--- src/rtl/vga_pkg.sv ---
// Shared VGA timing constants and line-buffer types.
package vga_pkg;

  localparam int H_ACTIVE = 640;
  localparam int H_FP     = 16;
  localparam int H_SYNC   = 96;
  localparam int H_BP     = 48;

  localparam int V_ACTIVE = 480;
  localparam int V_FP     = 10;
  localparam int V_SYNC   = 2;
  localparam int V_BP     = 33;

  localparam int WORD_W   = 16;

  typedef enum logic {
    IDLE   = 1'b0,
    ACTIVE = 1'b1
  } lb_state_t;

  function automatic int words_per_line(input int h_active, input int word_w);
    return h_active / word_w;
  endfunction

endpackage

--- src/rtl/vga_line_buffer_if.sv ---
// Producer-side write handshake of the line buffer.
interface vga_line_buffer_if
  import vga_pkg::*;
#(
  parameter int WORD_W = vga_pkg::WORD_W
) ();

  logic              wr_valid;
  logic              wr_ready;
  logic [WORD_W-1:0] wr_data;

  modport master (
    output wr_valid,
    output wr_data,
    input  wr_ready
  );

  modport slave (
    input  wr_valid,
    input  wr_data,
    output wr_ready
  );

endinterface

--- src/rtl/vga_line_buffer_line_bank.sv ---
// One line of 1-bpp storage: word-addressed write port, bit-addressed async read port.
module line_bank
  import vga_pkg::*;
#(
  parameter int H_ACTIVE = vga_pkg::H_ACTIVE,
  parameter int WORD_W   = vga_pkg::WORD_W,
  parameter int WA_W     = $clog2(H_ACTIVE / WORD_W),
  parameter int RA_W     = $clog2(H_ACTIVE)
) (
  input  logic              clk,
  input  logic              we,
  input  logic [WA_W-1:0]   waddr,
  input  logic [WORD_W-1:0] wdata,
  input  logic [RA_W-1:0]   raddr,
  output logic              rdata
);

  logic [H_ACTIVE-1:0] mem_q;
  logic [H_ACTIVE-1:0] mem_d;
  logic [RA_W-1:0]     wbase;

  always_comb begin
    wbase = RA_W'(waddr) * RA_W'(WORD_W);
    mem_d = mem_q;
    if (we) begin
      mem_d[wbase +: WORD_W] = wdata;
    end
  end

  // Pixel storage is not reset; fill status lives in the parent's counters.
  always_ff @(posedge clk) begin
    mem_q <= mem_d;
  end

  assign rdata = mem_q[raddr];

endmodule

--- src/rtl/vga_line_buffer.sv ---
// Ping-pong 1-bpp line buffer: producer fills one bank while the other is shifted out to img_reg.
//
// state  | meaning
// IDLE   | no line in progress; img_reg held at 0
// ACTIVE | serializing the display bank, rd_cnt < H_ACTIVE
module vga_line_buffer
  import vga_pkg::*;
#(
  parameter int H_ACTIVE = vga_pkg::H_ACTIVE,
  parameter int WORD_W   = vga_pkg::WORD_W
) (
  input  logic              clk,
  input  logic              rst,
  vga_line_buffer_if.slave  wr,
  input  logic              line_start,
  input  logic              pix_en,
  output logic              img_reg,
  output logic              underrun
);

  localparam int WORDS = words_per_line(H_ACTIVE, WORD_W);
  localparam int WC_W  = $clog2(WORDS + 1);
  localparam int WA_W  = $clog2(WORDS);
  localparam int RC_W  = $clog2(H_ACTIVE + 1);
  localparam int RA_W  = $clog2(H_ACTIVE);

  localparam logic [0:0] S_IDLE   = IDLE;
  localparam logic [0:0] S_ACTIVE = ACTIVE;

  logic [WC_W-1:0] wr_cnt_q,   wr_cnt_d;
  logic            wr_ready_q, wr_ready_d;
  logic            disp_sel_q, disp_sel_d;
  logic            blank_q,    blank_d;
  logic            underrun_q, underrun_d;
  logic [RC_W-1:0] rd_cnt_q,   rd_cnt_d;
  logic [0:0]      state_q,    state_d;
  logic            img_q,      img_d;

  logic            wr_fire;
  logic [WC_W-1:0] wc_plus;
  logic            full_now;
  logic            we0, we1;
  logic            rdata0, rdata1;
  logic            disp_pix;

  assign wr_fire  = wr.wr_valid && wr_ready_q;
  assign wc_plus  = wr_cnt_q + WC_W'(wr_fire);
  assign full_now = (wc_plus == WC_W'(WORDS));

  // Bank 0 is the fill bank while bank 1 is displayed, and vice versa.
  assign we0      = wr_fire &&  disp_sel_q;
  assign we1      = wr_fire && !disp_sel_q;
  assign disp_pix = disp_sel_q ? rdata1 : rdata0;

  line_bank #(
    .H_ACTIVE (H_ACTIVE),
    .WORD_W   (WORD_W),
    .WA_W     (WA_W),
    .RA_W     (RA_W)
  ) u_bank0 (
    .clk   (clk),
    .we    (we0),
    .waddr (wr_cnt_q[WA_W-1:0]),
    .wdata (wr.wr_data),
    .raddr (rd_cnt_q[RA_W-1:0]),
    .rdata (rdata0)
  );

  line_bank #(
    .H_ACTIVE (H_ACTIVE),
    .WORD_W   (WORD_W),
    .WA_W     (WA_W),
    .RA_W     (RA_W)
  ) u_bank1 (
    .clk   (clk),
    .we    (we1),
    .waddr (wr_cnt_q[WA_W-1:0]),
    .wdata (wr.wr_data),
    .raddr (rd_cnt_q[RA_W-1:0]),
    .rdata (rdata1)
  );

  // Write side and bank swap. A word landing on the line_start edge counts toward "full".
  always_comb begin
    wr_cnt_d   = wc_plus;
    wr_ready_d = (wc_plus != WC_W'(WORDS));
    disp_sel_d = disp_sel_q;
    blank_d    = blank_q;
    underrun_d = 1'b0;
    if (line_start) begin
      if (full_now) begin
        disp_sel_d = ~disp_sel_q;
        wr_cnt_d   = '0;
        wr_ready_d = 1'b1;
        blank_d    = 1'b0;
      end else begin
        blank_d    = 1'b1;
        underrun_d = 1'b1;
      end
    end
  end

  // Read side: line_start wins over a coincident pix_en.
  always_comb begin
    state_d  = state_q;
    rd_cnt_d = rd_cnt_q;
    img_d    = 1'b0;
    if (line_start) begin
      state_d  = S_ACTIVE;
      rd_cnt_d = '0;
    end else if (state_q == S_ACTIVE && pix_en && rd_cnt_q < RC_W'(H_ACTIVE)) begin
      img_d    = ~blank_q & disp_pix;
      rd_cnt_d = rd_cnt_q + RC_W'(1);
      if (rd_cnt_d == RC_W'(H_ACTIVE)) begin
        state_d = S_IDLE;
      end
    end
  end

  always_ff @(posedge clk or posedge rst) begin
    if (rst) begin
      wr_cnt_q   <= '0;
      wr_ready_q <= 1'b1;
      disp_sel_q <= 1'b0;
      blank_q    <= 1'b1;
      underrun_q <= 1'b0;
      rd_cnt_q   <= RC_W'(H_ACTIVE);
      state_q    <= S_IDLE;
      img_q      <= 1'b0;
    end else begin
      wr_cnt_q   <= wr_cnt_d;
      wr_ready_q <= wr_ready_d;
      disp_sel_q <= disp_sel_d;
      blank_q    <= blank_d;
      underrun_q <= underrun_d;
      rd_cnt_q   <= rd_cnt_d;
      state_q    <= state_d;
      img_q      <= img_d;
    end
  end

  assign wr.wr_ready = wr_ready_q;
  assign img_reg     = img_q;
  assign underrun    = underrun_q;

endmodule

--- src/flat_wrapper.sv ---
// flat-port wrapper written by rule: the top's interface ports become plain ports
module vga_line_buffer_flat import vga_pkg::*;
#(
  parameter int H_ACTIVE = vga_pkg::H_ACTIVE,
  parameter int WORD_W   = vga_pkg::WORD_W
)
  (clk, rst, line_start, pix_en, img_reg, underrun, wr_wr_valid, wr_wr_data, wr_wr_ready);
  vga_line_buffer_if #(.WORD_W(WORD_W)) wr_i ();
  input  logic clk;
  input  logic rst;
  input  logic line_start;
  input  logic pix_en;
  output logic img_reg;
  output logic underrun;
  input wire logic [$bits(wr_i.wr_valid)-1:0] wr_wr_valid;
  input wire logic [$bits(wr_i.wr_data)-1:0] wr_wr_data;
  output wire logic [$bits(wr_i.wr_ready)-1:0] wr_wr_ready;
  assign wr_i.wr_valid = wr_wr_valid;
  assign wr_i.wr_data = wr_wr_data;
  assign wr_wr_ready = wr_i.wr_ready;
  vga_line_buffer #(.H_ACTIVE(H_ACTIVE), .WORD_W(WORD_W)) u_core (.clk(clk), .rst(rst), .wr(wr_i), .line_start(line_start), .pix_en(pix_en), .img_reg(img_reg), .underrun(underrun));
endmodule
--- config.mk ---
export PLATFORM = sky130hd
export DESIGN_NAME = vga_line_buffer_flat
export DESIGN_NICKNAME = d
export VERILOG_FILES = /design/src/rtl/vga_pkg.sv /design/src/rtl/vga_line_buffer_if.sv /design/src/rtl/vga_line_buffer_line_bank.sv /design/src/rtl/vga_line_buffer.sv /design/src/flat_wrapper.sv
export SDC_FILE = /design/constraint.sdc
export NUM_CORES = 2
export LEC_CHECK = 0
export ABC_CLOCK_PERIOD_IN_PS = 4100
export BUFFER_PORTS_ARGS = -buffer_cell sky130_fd_sc_hd__buf_2
export CORE_ASPECT_RATIO = 1.75
export CORE_UTILIZATION = 59
export DETAILED_ROUTE_END_ITERATION = 10
export GPL_TIMING_DRIVEN = 1
export PLACE_DENSITY = 0.74
export SLEW_MARGIN = 30
export SYNTH_ARGS = -nofsm -noshare
export SYNTH_HDL_FRONTEND = slang
export SYNTH_SLANG_ARGS = --single-unit
--- constraint.sdc ---
create_clock -name clk -period 4.1 [get_ports clk]
set_input_delay 0.82 -clock clk [delete_from_list [all_inputs] [get_ports clk]]
set_output_delay 0.82 -clock clk [all_outputs]
set_load 0.01 [all_outputs]
==> results.yml <==
floorplanning:
  die_h_um: 407
  die_area_sq_mm: 0.0948
  start_util: 0.595
  die_w_um: 233
  num_rows: 148
  coreArea_sq_mm: 0.0928
  io_pins: 24
setup_path:
  ff2ff_setup_slack_ps: 440
  startpoint: "u_core.rd_cnt_q[0]$_DFFE_PP0P_"
  critical-path-slowest-cell: "dfrtp_4"
  crit_chain: "buf_4, mux4_2, a22o_1, a21oi_1, a2bb2oi_1, nand4_1, o31ai_1, a22o_1, o311ai_1"
  critPathLaunchType: "flop"
  endpoint_kind: "flop"
  path_max_fanout: 20
  worst-setup-path-type: "reg -> reg"
  worstPathArrival_ps: 4240
  slowest_delay_ps: 780
  cp.required_ps: 4680
  rr_endpoint: "u_core.img_reg$_DFF_PP0_"
  worst_r2r_startpoint: "u_core.rd_cnt_q[0]$_DFFE_PP0P_"
  reg2reg_depth: 9
  crit_end: "u_core.img_reg$_DFF_PP0_"
  worst_path_most_repeated_cell: "a22o_1"
clocking:
  post_cts_buffers: 0
  cts_tree: "done"
  cts_resized: 0
  cts-root-buf: "clkbuf_16"
  htreeDepth: 3
  cts_max_path_buffers: 3
  clk_latency_ps: 710
  clkTransAtPathRegs_ps: 70
  cts_sinks: 1302
  cts_hold_buf: 0
  cts_buffers: 106
global_route:
  antenna_found_initial: 11
  grt_max_degree: 61
  grt_overflow: 0
  grt_first_pass_wirelength_um: 218000
  track_usage: 0.328
  grt_pass1_vias: 32500
logic_synthesis:
  syn_inst: 3246
  async_flop_share: 0.0169
  yosysUniqueCellTypes: 55
  ys.flop_type: "edfxtp_1"
  synth_seq_cells: 1302
  ys_top_cells_by_area: "edfxtp_1, mux4_2, and2_1, mux2i_1, nor2_1"
  postSynthAreaPerCell_sq_um: 17.0
  ys.warnings.count: 0
  synth_top_area_frac: 0.696
  yosysSeqAreaShare: 0.706
  synth_edf_count: 1280
  syn_nets: 3273
  synth_area_sq_mm: 0.0552
  synth_top_cell_by_area: "edfxtp_1"
sta:
  period_share: 0.892
  setup_viol: 0
  setup_slack_ps: 442
  fmax_mhz: 273
  maxSlewViolCount: 0
  worst_pin_slew_ps: 1040
  hold_viol: 0
  slew_headroom: 0.304
  fin_skew_ps: 20.0
  tns_ps: 0
  fin_crit_ps: 3660
  rsz0062_at_grt: "no"
hold_path:
  hold_path.class: "in -> async"
power_and_ir_drop:
  ir_drop_mv: 0.348
  seq_power_share: 0.511
  leakagePower_nw: 19.8
  clock_power_share: 0.337
  switchingPower_mw: 7.92
  comb_power_share: 0.152
  power_density_mw_per_mm2: 492
  p_int_mw: 22.2
  p_sw_frac: 0.263
finish:
  nets: 3356
  area_growth_pct: 10.8
  top_regs: "u_core.u_bank0.mem_q: 640 flops, u_core.u_bank1.mem_q: 640 flops, u_core.rd_cnt_q: 10 flops"
  drive_gt1_frac: 0.213
  instances_no_fill: 4623
routing:
  post-route-drc-count: 0
  post_drt_wl_per_cell_um: 32.7
  dr.pass1.iters: 6
  ant_nets: 0
  wl_um: 151000
  via_per_inst: 6.75
  drtIter0Drc: 3733
  via_count: 31200
placement:
  placedCellCount: 4421
  portBuffers: 23
  globalplace.congestion: 0.952
  dp_hpwl_um: 97800
  pre_cts_ws_ps: 509
flow_run:
  maxCapViolCount: 0
status:
  status: "completed"
==> layout by cell type, fill, tap and decap left out, drive strengths merged, types with 6 or more instances in the layout <==
master	Yosys	layout
nor4	8	8
xnor2	7	7
nand3	42	42
nor3	72	72
diode	0	7
or3	12	12
or2	6	6
nand4	7	7
a211oi	14	14
nand2	78	78
nand2b	15	15
o221ai	48	48
a21oi	49	49
buf	71	219
edfxtp	1280	1280
and2	514	514
o21ai	23	23
o22ai	24	24
a22oi	21	21
ha	6	6
clkinv	3	26
mux4	287	287
inv	5	9
mux2	9	9
a31oi	6	6
dfrtp	18	18
nor2	261	261
mux2i	115	115
and3	7	7
clkbuf	173	156
bufinv	0	9
a22o	7	7
nor2b	13	13
==> cell type report <==
class,count,area [sq um]
Antenna cell,7,17.5
Clock buffer,156,2970
Clock inverter,39,428
Fill cell,6084,31600
Inverter,8,31.3
Multi-Input combinational cell,1692,15300
Sequential cell,1302,39000
Tap cell,1200,1500
Timing Repair Buffer,219,1880
==> per-layer routing <==
layer	vias to the layer above	wire length, um	track usage
met5	-	8	0
met2	1961	77200	0.552
li1	12800	-	-
met1	15900	46600	0.366
met3	562	13200	0.0548
met4	2	14300	0.271
==> critical path, delay by kind of cell, from the launching register on <==
kind	cells	cell delay (ps)
AND/OR/NAND/NOR	1	340
buffers and inverters	1	300
AO/OA/AOI/OAI	6	1510
multiplexers	1	560
flip-flops	1	780
==> through the flow <==
stage / total power, mW / hold WS, ps / util / cell area, sq um
3_3_place_gp: 19.9 / 487 / 0.621 / 57600
5_1_grt: 30.8 / 197 / 0.659 / 61100
6_report: 30.1 / 187 / 0.659 / 61100
4_1_cts: 30.1 / 352 / 0.659 / 61100
3_5_place_dp: 20.1 / 480 / 0.622 / 57700
2_1_floorplan: 18.2 / 465 / - / 55200
==> worst min path at each step <==
stage | start | end | slack [ps]
2_1_floorplan | u_core.blank_q$_DFFE_PP1P_ | u_core.blank_q$_DFFE_PP1P_ | 470
3_3_place_gp | u_core.blank_q$_DFFE_PP1P_ | u_core.blank_q$_DFFE_PP1P_ | 490
3_5_place_dp | u_core.blank_q$_DFFE_PP1P_ | u_core.blank_q$_DFFE_PP1P_ | 480
4_1_cts | rst | u_core.underrun$_DFF_PP0_ | 350
5_1_grt | rst | u_core.state_q$_DFFE_PP0P_ | 200
6_report | rst | u_core.underrun$_DFF_PP0_ | 190
==> kinds of logic after synthesis <==
group           count (synthesis)  synth area share
compound gates                228            0.0291
xor+xnor                       12           0.00190
fa+ha+maj                       6           0.00136
buf+inv                       252            0.0220
flops                        1302             0.706
mux                           411             0.140
simple gates                 1035            0.0995
==> power groups by stage <==
| stage | Clock (mW) | Sequential [mW] | Combinational (mW) |
|---|---|---|---|
| 3_3_place_gp | 0 | 15.6 | 4.30 |
| 2_1_floorplan | 0 | 15.6 | 2.61 |
| 4_1_cts | 10.2 | 15.4 | 4.50 |
| 3_5_place_dp | 0 | 15.7 | 4.48 |
| 5_1_grt | 10.7 | 15.4 | 4.73 |
| 6_report | 10.1 | 15.4 | 4.56 |
==> Yosys cell counts (3+ instances only) <==
cell / number
a2111oi_0: 3
a211oi_1: 14
a21oi_1: 49
a221oi_1: 5
a22o_1: 7
a22oi_1: 21
a31oi_1: 6
and2_1: 514
and3_1: 7
buf_1: 12
buf_2: 19
buf_4: 17
buf_6: 21
clkbuf_1: 173
clkinv_1: 3
dfrtp_1: 18
dfstp_2: 4
edfxtp_1: 1280
ha_1: 6
inv_1: 5
mux2_2: 9
mux2i_1: 115
mux4_2: 287
nand2_1: 78
nand2b_1: 15
nand3_1: 42
nand4_1: 7
nor2_1: 261
nor2b_1: 13
nor3_1: 72
nor4_1: 7
o211ai_1: 4
o21ai_0: 21
o221ai_1: 48
o22ai_1: 24
o311ai_0: 3
o31ai_1: 5
or2_2: 6
or3_1: 12
xnor2_1: 7
xor2_1: 5
Note: power is estimated with default switching activity, not from simulation.
